[src/rtl/sub1_frame_packer.sv]
// Byte-stream to 3-byte frame packer feeding sub1.
// Short frames (in_last or idle timeout) are padded with PAD_BYTE.
module sub1_frame_packer #(
    parameter logic [7:0]  PAD_BYTE       = 8'h00,
    parameter int unsigned TIMEOUT_CYCLES = 16
) (
    input  logic            clk,
    input  logic            rst,
    input  logic            in_valid,
    output logic            in_ready,
    input  logic [7:0]      in_data,
    input  logic            in_last,
    output logic            sig_a,
    output logic [1:0]      sig_b,
    output logic [0:2][7:0] sig_c,
    output logic [7:0]      sig_d [0:2],
    input  logic            out_ready
);

    localparam int TW = (TIMEOUT_CYCLES < 2) ? 1 : $clog2(TIMEOUT_CYCLES);

    typedef enum logic {COLLECT, FULL} state_e;

    state_e          state_q, state_d;
    logic [1:0]      cnt_q, cnt_d;
    logic [TW-1:0]   tcnt_q, tcnt_d;
    logic [0:2][7:0] buf_q, buf_d;
    logic            sig_a_q, sig_a_d;
    logic [1:0]      sig_b_q, sig_b_d;
    logic [0:2][7:0] sig_c_q, sig_c_d;

    logic            collect;
    logic            accept;
    logic            tmo_fire;
    logic            done;
    logic            slot_free;
    logic            load;
    logic [1:0]      held;
    logic [0:2][7:0] lanes;
    logic [0:2][7:0] frame;

    always_comb begin
        collect   = (state_q == COLLECT);
        in_ready  = !rst && collect;
        accept    = in_valid && in_ready;
        slot_free = !sig_a_q || out_ready;
        held      = cnt_q + {1'b0, accept};

        lanes = buf_q;
        if (accept) begin
            lanes[cnt_q] = in_data;
        end

        // Lanes at or beyond the held count are filler, not stale data.
        for (int i = 0; i < 3; i++) begin
            frame[i] = (2'(i) < held) ? lanes[i] : PAD_BYTE;
        end

        // Fires on the edge that would bring the idle count to TIMEOUT_CYCLES.
        tmo_fire = (TIMEOUT_CYCLES != 0) && collect && (cnt_q != 2'd0)
                   && !accept && (32'(tcnt_q) == TIMEOUT_CYCLES - 1);
        done     = collect && ((accept && (cnt_q == 2'd2 || in_last)) || tmo_fire);

        state_d = state_q;
        cnt_d   = cnt_q;
        tcnt_d  = tcnt_q;
        buf_d   = lanes;
        sig_b_d = sig_b_q;
        sig_c_d = sig_c_q;
        load    = 1'b0;

        case (state_q)
            COLLECT: begin
                if (accept) begin
                    cnt_d  = cnt_q + 2'd1;
                    tcnt_d = '0;
                end else if (cnt_q != 2'd0 && TIMEOUT_CYCLES != 0) begin
                    tcnt_d = tcnt_q + 1'b1;
                end
                if (done) begin
                    tcnt_d = '0;
                    if (slot_free) begin
                        load    = 1'b1;
                        sig_b_d = held;
                        sig_c_d = frame;
                        cnt_d   = 2'd0;
                    end else begin
                        buf_d   = frame;
                        cnt_d   = held;
                        state_d = FULL;
                    end
                end
            end
            FULL: begin
                tcnt_d = '0;
                if (out_ready) begin
                    load    = 1'b1;
                    sig_b_d = cnt_q;
                    sig_c_d = buf_q;
                    cnt_d   = 2'd0;
                    state_d = COLLECT;
                end
            end
            default: state_d = COLLECT;
        endcase

        if (load) begin
            sig_a_d = 1'b1;
        end else if (sig_a_q && out_ready) begin
            sig_a_d = 1'b0;
        end else begin
            sig_a_d = sig_a_q;
        end
    end

    always_ff @(posedge clk or posedge rst) begin
        if (rst) begin
            state_q <= COLLECT;
            cnt_q   <= '0;
            tcnt_q  <= '0;
            buf_q   <= '0;
            sig_a_q <= 1'b0;
            sig_b_q <= '0;
            sig_c_q <= '0;
        end else begin
            state_q <= state_d;
            cnt_q   <= cnt_d;
            tcnt_q  <= tcnt_d;
            buf_q   <= buf_d;
            sig_a_q <= sig_a_d;
            sig_b_q <= sig_b_d;
            sig_c_q <= sig_c_d;
        end
    end

    always_comb begin
        sig_a = sig_a_q;
        sig_b = sig_b_q;
        sig_c = sig_c_q;
        for (int i = 0; i < 3; i++) begin
            sig_d[i] = sig_c_q[i];
        end
    end

endmodule

[config.mk]
export PLATFORM = sky130hd
export DESIGN_NAME = sub1_frame_packer
export DESIGN_NICKNAME = d
export VERILOG_FILES = /design/src/rtl/sub1_frame_packer.sv
export SDC_FILE = /design/constraint.sdc
export NUM_CORES = 1
export LEC_CHECK = 0
export ABC_AREA = 1
export CORE_MARGIN = 4
export CORE_UTILIZATION = 46
export DETAILED_ROUTE_END_ITERATION = 16
export GPL_TIMING_DRIVEN = 0
export PLACE_DENSITY = 0.71
export SKIP_LAST_GASP = 1
export SYNTH_ARGS = -nofsm -noshare
export SYNTH_HDL_FRONTEND = slang
export SYNTH_SLANG_ARGS = --single-unit
[constraint.sdc]
create_clock -name clk -period 4.5 [get_ports clk]
set_input_delay 0.9 -clock clk [delete_from_list [all_inputs] [get_ports clk]]
set_output_delay 0.9 -clock clk [all_outputs]
set_load 0.02 [all_outputs]
==> results_dict.tcl <==
set metrics [dict create \
    status "finished, final reports clean" \
    r2r_end "sig_c[6]$_DFFE_PP0P_" \
    finalHoldViolCount 0 \
    syn_inst 483 \
    arrival_ps 2360 \
    wl_um 8240 \
    design.die.area_um2 9100 \
    ir_worst_vdd_v 0.000235 \
    dp_cells 646 \
    grt_pass1_vias 2960 \
    synth.avg_cell_area_um2 7.27 \
    hold_end "sig_b[1]$_DFFE_PP0P_" \
    yosysTopAreaCellShare 0.413 \
    clk_pin_slew_worst_paths_ps 70 \
    routabilityCongestion 0.915 \
    r2r-start "state_q$_DFF_PP0_" \
    power.total_w 0.00306 \
    min_path_cells 2 \
    drv_cap 0 \
    die_w_um 95.4 \
    leakagePower_nw 2.48 \
    start_util 0.479 \
    r2r_slack_ps 2430 \
    period_minus_slack_ps 3260 \
    synthesis.area_um2 3510 \
    htreeDepth 3 \
    hp-start "sig_b[1]$_DFFE_PP0P_" \
    crit_path_start_kind "input pin" \
    hp-class "reg2reg" \
    cts_tree "done" \
    grt_pass1_wl_um 13800 \
    ios 65 \
    end_kind "output port" \
    drive_gt1_frac 0.138 \
    fmax_mhz 307 \
    worstSkewPairLatency_ps 350 \
    max-slew-margin-rel 0.629 \
    nets 577 \
    cts_buffers 9 \
    first_pass_iters 4 \
    clockBufferDepth 2 \
    cts_setup_buffers 0 \
    synth-seq-cells 58 \
    port_buffers 64 \
    final_util 0.615 \
    antenna_cells 0 \
    dr_total_vias 3219 \
    grt_usage 0.195 \
    slew_viol_final 0 \
    yosys_warnings 0 \
    post-route-drc-count 0 \
    drt-initial-drc-count 173 \
    finClkSkew_ps 8.57 \
    grt_overflow_total 0 \
    cts_resized 0 \
    worst-setup-path-type "in2out" \
    die_h_um 95.4 \
    wl_per_cell_um 12.4 \
    grt_max_degree 61 \
    synthTopCellsByArea "dfrtp_1 (41%), nand2_1 (23%), inv_1 (6.2%)" \
    final.setup.tns_ps 0 \
    yosysTopAreaCell "dfrtp_1" \
    stdcell_count 663 \
    antenna_found_initial 0 \
    viasPerCell 4.86 \
    cts_sinks 58 \
    fillers 656 \
    finalCritPeriodShare 0.725 \
    ys_seq_area_frac 0.413 \
    worstPathMaxFanout 10 \
    root_buffer "clkbuf_8" \
    synth.distinct_cells 26 \
    synthesis.nets 501 \
    rows 31 \
    worstMarginPinSlew_ps 554 \
    grt_setup_unrepaired "no" \
    ant_nets 0 \
    dpl.hpwl_um 5930 \
    hold_buffers 0 \
    ff2ff_path_depth 12 \
    syn_to_final_growth_pct 28.4 \
    power_density_nw_per_um2 678 \
    final-setup-viol-count 0 \
    core_um2 7330 \
    critical_path_required_ps 3600 \
]
area by class of cell:
class,count,area [um2],share of cell area
Sequential cell,58,1450,0.322
Inverter,61,230,0.0510
Timing Repair Buffer,65,668,0.148
Clock buffer,12,155,0.0344
Buffer,41,310,0.0688
Clock inverter,4,50.0,0.0111
Multi-Input combinational cell,323,1520,0.337
Tap cell,99,124,0.0275
per-stage QoR:
step | instance area [um2] | setup slack (ps) | hold WS [ps]
2_1_floorplan | 3510 | 1550 | 494
3_3_place_gp | 4280 | 400 | 477
3_5_place_dp | 4280 | 375 | 483
4_1_cts | 4480 | 705 | 502
5_1_grt | 4510 | 1070 | 529
6_report | 4510 | 1240 | 493
routing by layer:
layer  track usage  up-vias  part of all wire
met3        0.0324       14             0.066
met2         0.318      106              0.48
li1              -     1619                 -
met4        0.0758        0             0.018
met1         0.260     1480              0.43
met5             0        -                 0
how the worst max path moves through the flow:
stage          from                   end  slack, ps
5_1_grt         rst  sig_c[1]$_DFFE_PP0P_       1070
3_3_place_gp    rst  sig_c[4]$_DFFE_PP0P_        400
4_1_cts         rst  sig_c[6]$_DFFE_PP0P_        710
3_5_place_dp    rst  sig_c[6]$_DFFE_PP0P_        370
6_report        rst              in_ready       1240
2_1_floorplan   rst  sig_c[4]$_DFFE_PP0P_       1550
cells in the mapped netlist, drive strengths merged:
master,number
nand2,231
inv,61
dfrtp,58
nand3,44
buf,36
nand4,16
nor2,9
a31oi,8
clkbuf,5
ha,5
a21oi,3
o21ai,2
xor2,2
nand3b,1
nor3,1
or2,1
kinds of logic after synthesis:
logic type | count (synthesis) | synth area share
buf+inv | 102 | 0.154
compound gates | 13 | 0.0214
flops | 58 | 0.413
simple gates | 303 | 0.389
xor+xnor | 2 | 0.00499
fa+ha+maj | 5 | 0.0178
registers in the layout, summed over array words and instances, names as in the netlist:
name     cells
sig_a        1
tcnt_q       4
sig_b        2
buf_q       24
cnt_q        2
sig_c       24
state_q      1
worst max-delay path, cell delays in order:
cell             delay (ps)
clkdlybuf4s50_1         470
nor2_2                  120
buf_2                   220
clkdlybuf4s50_1         640
report_power, final:
group / internal, W / switching [W]
registers: 0.000755 / 0.000167
logic: 0.000765 / 0.000872
clock network: 0.000285 / 0.000213
placed cells by master, fill, tap and decap left out, types with 4 or more instances in the layout:
cell	netlist	routed
a31oi_1	8	8
buf_2	4	4
buf_4	27	27
clkbuf_1	5	6
clkbuf_8	0	11
clkdlybuf4s50_1	0	64
dfrtp_1	58	58
ha_1	5	5
inv_1	58	58
nand2_1	214	214
nand2_2	12	12
nand2_4	5	5
nand3_1	41	41
nand4_1	16	16
nor2_1	7	7
Note: power is estimated with default switching activity, not from simulation.
